$ cat config.mk
export PLATFORM = sky130hd
export DESIGN_NAME = axi_rd_arbiter
export DESIGN_NICKNAME = d
export VERILOG_FILES = /design/src/rtl/axi_pkg.sv /design/src/rtl/rr_arbiter2.sv /design/src/rtl/axi_rd_arbiter.sv
export SDC_FILE = /design/constraint.sdc
export NUM_CORES = 1
export LEC_CHECK = 0
export CORE_MARGIN = 2
export CORE_UTILIZATION = 31
export DETAILED_ROUTE_END_ITERATION = 8
export PLACE_DENSITY = 0.78
export SLEW_MARGIN = 10
export SYNTH_ARGS = -nofsm -noshare
export SYNTH_HDL_FRONTEND = slang
export SYNTH_HIERARCHICAL = 1
export SYNTH_SLANG_ARGS = --single-unit
$ cat constraint.sdc
create_clock -name clk -period 1.5 [get_ports clk]
set_input_delay 0.3 -clock clk [delete_from_list [all_inputs] [get_ports clk]]
set_output_delay 0.3 -clock clk [all_outputs]
set_load 0.01 [all_outputs]
$ cat src/rtl/axi_pkg.sv
// Shared AXI4-Lite read-channel constants and the read arbiter's state encoding.
package axi_pkg;

  localparam logic [1:0] RESP_OKAY   = 2'b00;
  localparam logic [1:0] RESP_SLVERR = 2'b10;

  typedef enum logic [2:0] {
    S_IDLE,
    S_AR,
    S_R,
    S_ERR,
    S_DRAIN
  } arb_state_t;

endpackage

$ cat src/rtl/rr_arbiter2.sv
// Two-way request picker: round-robin against last_grant, or fixed priority to req[1].
module rr_arbiter2 (
  input  logic [1:0] req,
  input  logic       last_grant,
  input  logic       rr_en,
  output logic [1:0] gnt
);

  always_comb begin
    gnt = 2'b00;
    case (req)
      2'b01:   gnt = 2'b01;
      2'b10:   gnt = 2'b10;
      // Contention: m0 only wins when rotating away from a previous m1 grant.
      2'b11:   gnt = (rr_en && last_grant) ? 2'b01 : 2'b10;
      default: gnt = 2'b00;
    endcase
  end

endmodule

$ cat src/rtl/axi_rd_arbiter.sv
// Two-master AXI4-Lite read arbiter (AR + R), one outstanding read, with response watchdog.
module axi_rd_arbiter
  import axi_pkg::*;
#(
  parameter int ADDR_W  = 32,
  parameter int DATA_W  = 32,
  parameter bit RR_EN   = 1'b1,
  parameter int TIMEOUT = 255
) (
  input  logic              clk,
  input  logic              rst,
  input  logic [ADDR_W-1:0] m0_araddr,
  input  logic              m0_arvalid,
  output logic              m0_arready,
  output logic [DATA_W-1:0] m0_rdata,
  output logic [1:0]        m0_rresp,
  output logic              m0_rvalid,
  input  logic              m0_rready,
  input  logic [ADDR_W-1:0] m1_araddr,
  input  logic              m1_arvalid,
  output logic              m1_arready,
  output logic [DATA_W-1:0] m1_rdata,
  output logic [1:0]        m1_rresp,
  output logic              m1_rvalid,
  input  logic              m1_rready,
  output logic [ADDR_W-1:0] s_araddr,
  output logic              s_arvalid,
  input  logic              s_arready,
  input  logic [DATA_W-1:0] s_rdata,
  input  logic [1:0]        s_rresp,
  input  logic              s_rvalid,
  output logic              s_rready
);

  localparam int TW = (TIMEOUT > 0) ? $clog2(TIMEOUT + 1) : 1;
  localparam logic [TW-1:0] TMO_LAST = TW'((TIMEOUT > 0) ? TIMEOUT - 1 : 0);
  localparam logic [TW-1:0] TMO_MAX  = '1;

  arb_state_t        state;
  logic              grant;  // 0: m0, 1: m1; doubles as last_grant while idle
  logic [ADDR_W-1:0] addr_q;
  logic [TW-1:0]     tmo_cnt;
  logic [1:0]        pick;
  logic              m_rready;
  logic              r_hs;
  logic              tmo_hit;
  logic              r_vld;
  logic [DATA_W-1:0] r_data;
  logic [1:0]        r_resp;

  rr_arbiter2 u_arb (
    .req       ({m1_arvalid, m0_arvalid}),
    .last_grant(grant),
    .rr_en     (RR_EN),
    .gnt       (pick)
  );

  assign m_rready = grant ? m1_rready : m0_rready;
  assign r_hs     = (state == S_R) && s_rvalid && m_rready;
  assign tmo_hit  = (TIMEOUT != 0) && (tmo_cnt == TMO_LAST);

  always_ff @(posedge clk or negedge rst) begin
    if (!rst) begin
      state   <= S_IDLE;
      grant   <= 1'b0;
      addr_q  <= '0;
      tmo_cnt <= '0;
    end else begin
      case (state)
        S_IDLE: begin
          if (|pick) begin
            grant  <= pick[1];
            addr_q <= pick[1] ? m1_araddr : m0_araddr;
            state  <= S_AR;
          end
        end
        S_AR: begin
          if (s_arready) begin
            tmo_cnt <= '0;
            state   <= S_R;
          end
        end
        S_R: begin
          if (tmo_cnt != TMO_MAX) tmo_cnt <= tmo_cnt + 1'b1;
          // A beat landing on the last allowed cycle beats the watchdog.
          if (r_hs)         state <= S_IDLE;
          else if (tmo_hit) state <= S_ERR;
        end
        S_ERR: begin
          if (m_rready) state <= S_DRAIN;
        end
        S_DRAIN: begin
          if (s_rvalid) state <= S_IDLE;
        end
        default: state <= S_IDLE;
      endcase
    end
  end

  assign s_arvalid = (state == S_AR);
  assign s_araddr  = addr_q;

  always_comb begin
    m0_arready = 1'b0;
    m1_arready = 1'b0;
    s_rready   = 1'b0;
    r_vld      = 1'b0;
    r_data     = '0;
    r_resp     = RESP_OKAY;
    m0_rvalid  = 1'b0;
    m0_rdata   = '0;
    m0_rresp   = RESP_OKAY;
    m1_rvalid  = 1'b0;
    m1_rdata   = '0;
    m1_rresp   = RESP_OKAY;
    case (state)
      S_IDLE: begin
        m0_arready = pick[0] & rst;
        m1_arready = pick[1] & rst;
      end
      S_R: begin
        r_vld    = s_rvalid;
        r_data   = s_rdata;
        r_resp   = s_rresp;
        s_rready = m_rready;
      end
      S_ERR: begin
        r_vld  = 1'b1;
        r_resp = RESP_SLVERR;
      end
      S_DRAIN: s_rready = 1'b1;
      default: ;
    endcase
    if (grant) begin
      m1_rvalid = r_vld;
      m1_rdata  = r_data;
      m1_rresp  = r_resp;
    end else begin
      m0_rvalid = r_vld;
      m0_rdata  = r_data;
      m0_rresp  = r_resp;
    end
  end

endmodule

==> impl_metrics.env <==
export IMPL_gp_congestion=0.996
export IMPL_hpwlAfterDp_um=7700
export IMPL_dr_pass1_iters=4
export IMPL_io_buffers=211
export IMPL_cp_cell_sequence="buf_6 > nor3b_4 > buf_6 > buf_12 > buf_12 > and3_4 > buf_6"
export IMPL_fin_skew_ns=0.00925
export IMPL_ir_drop_uv=883
export IMPL_cp_num_buf_inv=5
export IMPL_core_sq_mm=0.00868
export IMPL_yosysMostFrequentCell="dfrtp_1"
export IMPL_async_reset_ff_share_pct=100
export IMPL_dpl_cell_area_sq_mm=0.00528
export IMPL_yosysTopAreaCell="dfrtp_1"
export IMPL_critPathCaptureType="output pin"
export IMPL_setup_violations_final=118
export IMPL_clock_fmax_ghz=0.488
export IMPL_synth_cells=307
export IMPL_top_layer_used="met4"
export IMPL_violations="negative setup slack"
export IMPL_layout_drive_gt1_share_pct=49.3
export IMPL_power_leakage_nw=2.93
export IMPL_clockBufferDepth=2
export IMPL_viasPerCell=5.07
export IMPL_die_area_sq_mm=0.00967
export IMPL_synth_main_ff_cell="dfrtp_1"
export IMPL_cts_sinks=44
export IMPL_start_kind="flip-flop"
export IMPL_hold_viol=0
export IMPL_yosysSeqAreaShare_pct=39.9
export IMPL_wl_um=12800
export IMPL_tightestPinTransition_ns=0.561
export IMPL_dr_wl_met2_um=6820
export IMPL_r2r_setup_slack_ns=-0.45
export IMPL_fin_crit_ns=2.05
export IMPL_cap_violations=0
export IMPL_path_delay_family="buffers and inverters"
export IMPL_area_growth_pct=136
export IMPL_initial_core_util_pct=31.8
export IMPL_crit_path_top_delay_cell="dfrtp_2"
export IMPL_clk_transition_reported_paths_ns=0.09
export IMPL_dr_wl_met3_um=1060
export IMPL_worst_slack_ns=-0.547
export IMPL_fillers=557
export IMPL_ys_ff_latch=44
export IMPL_critPathRequiredTime_ns=1.20
export IMPL_p_per_area_mw_per_mm2=1610
export IMPL_io_pin_count=212
export IMPL_synth_top_cell_area_share_pct=39.9
export IMPL_slowest_delay_ns=0.45
export IMPL_slew_violations=0
export IMPL_grt_usage_pct=24.3
export IMPL_stdcell_area_sq_mm=0.00650
export IMPL_syn_area_per_cell_sq_um=8.98
export IMPL_period_share_pct=136
export IMPL_drt_iter0_markers=137
export IMPL_ys_warnings_count=6
export IMPL_synth_edf_count=0
export IMPL_ys_top_cells_by_count="44 x dfrtp_1, 40 x nor2_1, 36 x and3_1, 35 x a21oi_1, 34 x mux2i_1"
export IMPL_synth_area_top_cells="dfrtp_1 40%, mux2i_1 12%, and3_1 8.2%"
export IMPL_wl_per_cell_um=18.3
export IMPL_post_route_util_pct=74.9
export IMPL_cpMostUsedCell="buf_6"
export IMPL_rsz0062_at_grt="yes"
export IMPL_power_total_w=0.0105
export IMPL_htree_levels=2
export IMPL_gr_total_overflow=0
export IMPL_clockRootBuffer="clkbuf_8"
export IMPL_status="complete, but fails checks"
export IMPL_rows=34
export IMPL_via_count=3547
export IMPL_hold_path_class="in -> async"
export IMPL_clk_latency_ns=0.30
export IMPL_synth_distinct_cells=49
export IMPL_ant_nets=0
export IMPL_cts_buffers_inserted=5
export IMPL_relSlewSlack_pct=62.6
export IMPL_cts_tree="yes"
export IMPL_grt_pass1_wl_um=18900
export IMPL_synth_area_sq_mm=0.00276
export IMPL_grt_max_degree=45
export IMPL_holdBufCountCts=0
export IMPL_die_w_um=98.3
export IMPL_critical_path_class="reg -> out"
export IMPL_critPathMaxFanout=6
export IMPL_drc=0
export IMPL_m1WireLength_um=4480
export IMPL_fin_nets=697
export IMPL_antenna_found_initial=1
export IMPL_die_y_um=98.3
export IMPL_grt_pass1_vias=3688
export IMPL_holdWs_ns=0.140
export IMPL_crit_arrival_ns=1.75
cell usage in the layout, fill, tap and decap left out, drive strengths merged, types with 3 or more instances in the layout:
master	instances
and2	33
a31oi	3
dfrtp	44
nor2	41
nand2	10
a21oi	35
buf	158
nand3	3
o21a	4
clkdlybuf4s15	4
o21ai	3
clkdlybuf4s50	104
nor3b	3
dlygate4sd2	32
and3	36
clkbuf	7
mux2i	34
routing by layer:
layer / vias up / track usage [%]
met5: - / 0
met4: 0 / 9.06
met3: 26 / 6.44
met2: 186 / 45.0
met1: 1697 / 26.3
li1: 1638 / -
flip-flops by register name, indices dropped and copies added (netlist names):
| register | flops |
|---|---|
| grant | 1 |
| state | 3 |
| tmo_cnt | 8 |
| s_araddr | 32 |
worst paths after layout:
kind	from	to	cells after the start
hold / removal	rst	s_araddr[30]	2
setup reg to reg	state[0]	tmo_cnt[3]	9
min in group clk	tmo_cnt[7]	tmo_cnt[7]	1
setup / recovery	state[0]	m1_rdata[30]	7
max in group asynchronous	rst	state[2]	2
hold reg to reg	tmo_cnt[7]	tmo_cnt[7]	1
final cells by class:
type | count | area (sq um) | share of cell area (%)
antenna | 1 | 2.50 | 0.0385
clock buffer | 6 | 72.6 | 1.12
clock inverter | 2 | 16.3 | 0.250
inverter | 2 | 7.51 | 0.115
multi-input combinational | 237 | 2010 | 30.8
sequential | 44 | 1100 | 17.0
tap | 108 | 135 | 2.08
timing repair buffer | 299 | 3160 | 48.6
power breakdown:
part           total [W]  internal (W)  switching [W]
sequential       0.00220       0.00174       0.000465
combinational    0.00753       0.00432        0.00322
clock           0.000755      0.000332       0.000423
total             0.0105       0.00638        0.00410
cells by family (layout without fill, tap and decap cells):
family	count (synthesis)	in the layout	share of synthesized area [%]
and+or+nand+nor	138	138	27.7
DFF	44	44	39.9
AOI/OAI and AO/OA	60	60	13.3
adders and majority gates	2	2	0.907
buffers and inverters	27	309	5.26
muxes	35	35	12.7
other	1	3	0.136
metrics by stage:
step | setup slack (ns) | TNS (ns) | std cells
2_1_floorplan | -0.0530 | -2.42 | 308
3_3_place_gp | -0.566 | -45.92 | 640
3_5_place_dp | -0.607 | -49.60 | 640
4_1_cts | -0.536 | -44.75 | 697
5_1_grt | -0.607 | -55.82 | 699
6_report | -0.547 | -47.34 | 699
what timing repair did:
action,CTS,global route
gates cloned,13,1
buffers inserted,38,4
pin swaps,26,22
setup endpoints to repair,147,116
resized for setup,459,87
worst reg2reg max path, delay by kind of cell (launching register included):
family / cells / cell delay, ns
simple gates: 1 / 0.22
buf+inv: 5 / 0.66
compound gates: 3 / 0.53
flops: 1 / 0.45
(Power assumes the default switching activity.)
==> patch 1 (same settings) <==
Set the parameter `DATA_W` to 64 (it was 32).
--- a/src/rtl/axi_rd_arbiter.sv
+++ b/src/rtl/axi_rd_arbiter.sv
@@ -3,7 +3,7 @@
   import axi_pkg::*;
 #(
   parameter int ADDR_W  = 32,
-  parameter int DATA_W  = 32,
+  parameter int DATA_W  = 64,
   parameter bit RR_EN   = 1'b1,
   parameter int TIMEOUT = 255
 ) (
Interface: changed (resized m0_rdata, m1_rdata and s_rdata); port bits go from 212 to 308. The function was not compared with the original's and may differ.
==> patch 1 against the unedited design <==
The run still ends with negative setup slack left; non-clock buffer count is 103 higher; sequential cell count stayed put; synthesized area is 18% higher; combinational power is 27% higher; final cell count is 28% higher; worst hold slack worse by 0.024 ns; setup slack worse by 0.14 ns; final area is 30% higher; power is 19% higher; global-route usage is 6.3 points higher; clock skew is 0.0024 ns higher; routed wire length is 47% higher; critical endpoint is now m1_rdata[11].
==> patch 1: results (changes against the unedited design) <==
- Share of layout cells above drive strength 1: 56.13% (+6.8 points)
- Worst-Margin Slew: 0.5656 ns (+0.005105 ns)
- Worst Path Arrival: 1.89 ns (+0.14 ns)
- Slowest Stage Delay on Critical Path: 0.42 ns (-0.03 ns)
- Diodes inserted: 0 (-1)
- Failing checks: negative setup slack
- Synth top area cells: dfrtp_1 (34%), and3_1 (13%), and2_1 (13%)
- Setup ws final: -0.6890 ns (-0.1416 ns)
- Cell variety after synth: 46 (-6.1%)
- Setup violators final: 180 (+53%)
- Status: finished with violations
- Inst Count DP: 829 (+30%)
- Post-synthesis adder-cell area fraction: 0.7710% (-0.14 points)
- Dpl hpwl: 11,850 um (+54%)
- Initial DRC count: 257 (+88%)
- Crit path max fanout: 7 (+1)
- Number of fillers in the final layout: 588 (+5.6%)
- Clock Skew: 0.01169 ns (+0.002445 ns)
- Post-Place Cell Area: 7076 sq um (+34%)
- All-layer global routing usage: 30.52% (+6.3 points)
- Via Count: 4,595 (+30%)
- Setup crit end: m1_rdata[11]
- Final std cells w/o fill: 895 (+28%)
- Gpl congestion: 0.9181 (-7.8%)
- Leak: 3.785 nW (+29%)
- Setup TNS: -98.90 ns (-51.56 ns)
- Post-synthesis compound-gate area fraction: 10.68% (-2.7 points)
- Worst hold slack: 0.1154 ns (-0.02416 ns)
- Mean Syn Cell Area: 8.408 sq um (-6.4%)
- Port Buffer Count: 307 (+45%)
- Max IR drop VDD: 910.8 uV (+3.1%)
- Internal: 7.485 mW (+17%)
- Reg-to-Reg Start: state[2]
## patch 1: cell types whose count changed after synthesis, sizes merged, moves of 2 or more
cell	before	now
and3	36	68
nor2	41	43
buf	15	21
nand2	10	7
and2	33	65
nor3	2	4
clkbuf	10	16
## patch 1: what timing repair did
action | CTS | global route
setup buffers | 29 | 20
resized for setup | 731 | 124
endpoints found under the setup margin | 210 | 181
pin swaps | 47 | 21
hold buffers | 0 | 0
cloned | 18 | 4
## patch 1: logic make-up (layout without fill, tap and decap cells)
family | Yosys count | count (layout)
buf+inv | 40 | 412
mux | 35 | 35
flops | 44 | 44
other cells | 1 | 2
compound gates | 58 | 58
simple gates | 206 | 206
fa+ha+maj | 2 | 2
## patch 1: power groups by stage
stage,registers [mW],logic (mW),clock network [mW]
final,2.20,9.55,0.725
after global routing,2.25,10.0,0.785
after CTS,2.14,8.64,0.739
after detailed placement,2.10,6.63,0
after global placement,2.06,6.50,0
after floorplan,2.24,3.29,0
## patch 1: cell type report
class	count	area, sq um	share of cell area [%]
clock buffer	5	68.82	0.8112
clock inverter	2	12.51	0.1475
inverter	3	11.26	0.1327
multi-input combinational	303	2679	31.58
sequential	44	1102	12.99
tap	136	170.2	2.006
timing repair buffer	402	4439	52.33
## patch 1: metal layers
layer / global-route usage (%) / share of wire [%] / vias to the layer above
li1: - / - / 2088
met5: 0 / 0 / -
met3: 6.193 / 6.4 / 42
met1: 33.21 / 36 / 2221
met4: 10.53 / 3.3 / 0
met2: 58.15 / 54 / 244
==> patch 2 (config.mk and constraints unchanged) <==
Without the edit above. Make the reset (`rst`) synchronous in one clocked block.
--- a/src/rtl/axi_rd_arbiter.sv
+++ b/src/rtl/axi_rd_arbiter.sv
@@ -59,7 +59,7 @@
   assign r_hs     = (state == S_R) && s_rvalid && m_rready;
   assign tmo_hit  = (TIMEOUT != 0) && (tmo_cnt == TMO_LAST);
 
-  always_ff @(posedge clk or negedge rst) begin
+  always_ff @(posedge clk) begin
     if (!rst) begin
       state   <= S_IDLE;
       grant   <= 1'b0;
Formal check against the unedited RTL: differs if rst is asserted again (counterexample within 4 cycles, from zero or initial values and one cycle with rst low); with rst held inactive, the same outputs for 10 cycles.
==> patch 2 against the unedited design <==
The run still ends with negative setup slack left; sequential share of layout area decreased by 2.6 points; critical path type unchanged; utilization fell by 3.2 points; power is 18% lower; largest power group unchanged; setup slack gained 0.064 ns; synthesized cell count is 2.3% higher; routed wire length decreased by 6.1%; sequential cell count stayed put; synthesized area down 2.0%; final area decreased by 5.3%.
==> patch 2: results (changes against the unedited design) <==
- Multi-input combinational area share: 33.85% (+3.0 points)
- Logic pwr share: 68.8% (-3.0 points)
- Total Nets Final: 680 (-2.4%)
- Top cells by count, synth: dfxtp_1 (44), nand2_1 (41), and3_1 (35), and2_1 (34)
- Post-CTS resize count: 330 (-28%)
- All-layer global routing usage: 23.15% (-1.1 points)
- CTS root buffer: clkbuf_8
- Post-Place Cell Area: 5207 sq um (-1.4%)
- Seq/total area: 14.40% (-2.6 points)
- Diodes inserted: 0 (-1)
- Share of layout cells above drive strength 1: 42.58% (-6.7 points)
- Slowest Stage Delay on Critical Path: 0.41 ns (-0.04 ns)
- Final-layout clock buffer total: 7 (+1)
- Sequential-to-total area share from yosys stat: 32.58% (-7.3 points)
- Largest register FFs: 32 (unchanged)
- Worst Path Arrival: 1.68 ns (-0.07 ns)
- Clk_lat worst skew: 0.30 ns (about the same)
- Failing checks: negative setup slack
- Ys async rst share: 0% (-100 points)
- Reg power frac: 20.6% (-0.4 points)
- Clock Skew: 0.01352 ns (+0.004271 ns)
- Fin area: 6161 sq um (-5.3%)
- Signal buffers: 277 (-7.4%)
- Flop+latch power: 1.77 mW (-20%)
- Gpl congestion: 0.9168 (-8.0%)
- Crit path max fanout: 8 (+2)
- Via Count: 3,432 (-3.2%)
- Synth Register Bits: 44 (unchanged)
- Dpl hpwl: 7762 um (+0.86%)
- Cell variety after synth: 40 (-18%)
- Post-Route WL: 12,030 um (-6.1%)
- Synth top area cells: dfxtp_1 (33%), mux2i_1 (12%), o211a_1 (12%)
- Number of fillers in the final layout: 599 (+7.5%)
- Leak: 3.347 nW (+14%)
- Switching power: 3.088 mW (-25%)
- Setup ws final: -0.4833 ns (+0.06407 ns)
- Postcts setup bufs: 17 (-55%)
- CTS Buf Count: 5 (unchanged)
- Type of the most critical hold path: flip-flop to flip-flop
- Initial DRC count: 57 (-58%)
- Antenna violations before repair: 0 (-1)
- Status: finished with violations
- Max IR drop VDD: 938.8 uV (+6.3%)
- Clock-cell share: 1.889% (+0.52 points)
- Clock slew at reported path FFs: 0.09 ns (about the same)
- Buffer share of cell area: 47.38% (-1.2 points)
- Largest net degree at the start of global routing: 39 (-13%)
- Vias in the first global route: 3,492 (-5.3%)
- Global-route wire length before repair: 17,700 um (-6.4%)
- Worst path slowest cell: or3b_4
- Setup violators final: 115 (-2.5%)
- Multi-In Gates: 240 (+1.3%)
- Non-clk invs: 4 (+2)
patch 2: cell count changes after synthesis, sizes merged, moves of 3 or more:
| cell | delta |
|---|---|
| nand2 | +31 |
| dfxtp | +44 |
| buf | -5 |
| nor2 | -31 |
| clkbuf | +7 |
| or3 | +3 |
| o211a | +33 |
| or3b | +3 |
| dfrtp | -44 |
| o21a | -3 |
| a21oi | -29 |
patch 2: logic make-up after synthesis:
family / synth area share (%)
xor gates and xnor gates: 0.9719
AOI/OAI and AO/OA: 16.84
other: 0.1387
muxes: 12.63
buffers and inverters: 5.645
DFF: 32.58
adders and majority gates: 0.9253
and+or+nand+nor: 30.26
patch 2: worst max-delay path, delay by kind of cell, from the launching register on:
family        cells  cell delay [ns]
buf+inv           3             0.36
flops             1             0.33
simple gates      3             0.69
patch 2: per-layer routing:
layer	routed length, um	global-route usage [%]	up-vias
met1	4126	22.80	1592
met3	880	5.755	31
met2	6671	46.37	173
met5	0	0	-
met4	348	7.585	0
li1	-	-	1636
patch 2: final timing paths:
check        slack [ns]    startpoint           end  cells past startpoint
max               -0.48      state[0]  m0_rdata[20]                      6
min                0.50  s_araddr[28]  s_araddr[28]                      1
max reg2reg       -0.25         grant      state[1]                      7
min reg2reg        0.50  s_araddr[28]  s_araddr[28]                      1
patch 2: metrics by stage:
stage	worst slack [ns]	TNS [ns]	utilization, %	instances
floorplan	-0.1011	-3.658	-	315
global placement	-0.5763	-50.69	60.60	635
detailed placement	-0.6110	-53.08	60.60	635
CTS	-0.5191	-39.24	69.63	672
global route	-0.5319	-40.79	71.69	681
finish	-0.4833	-34.94	71.69	681
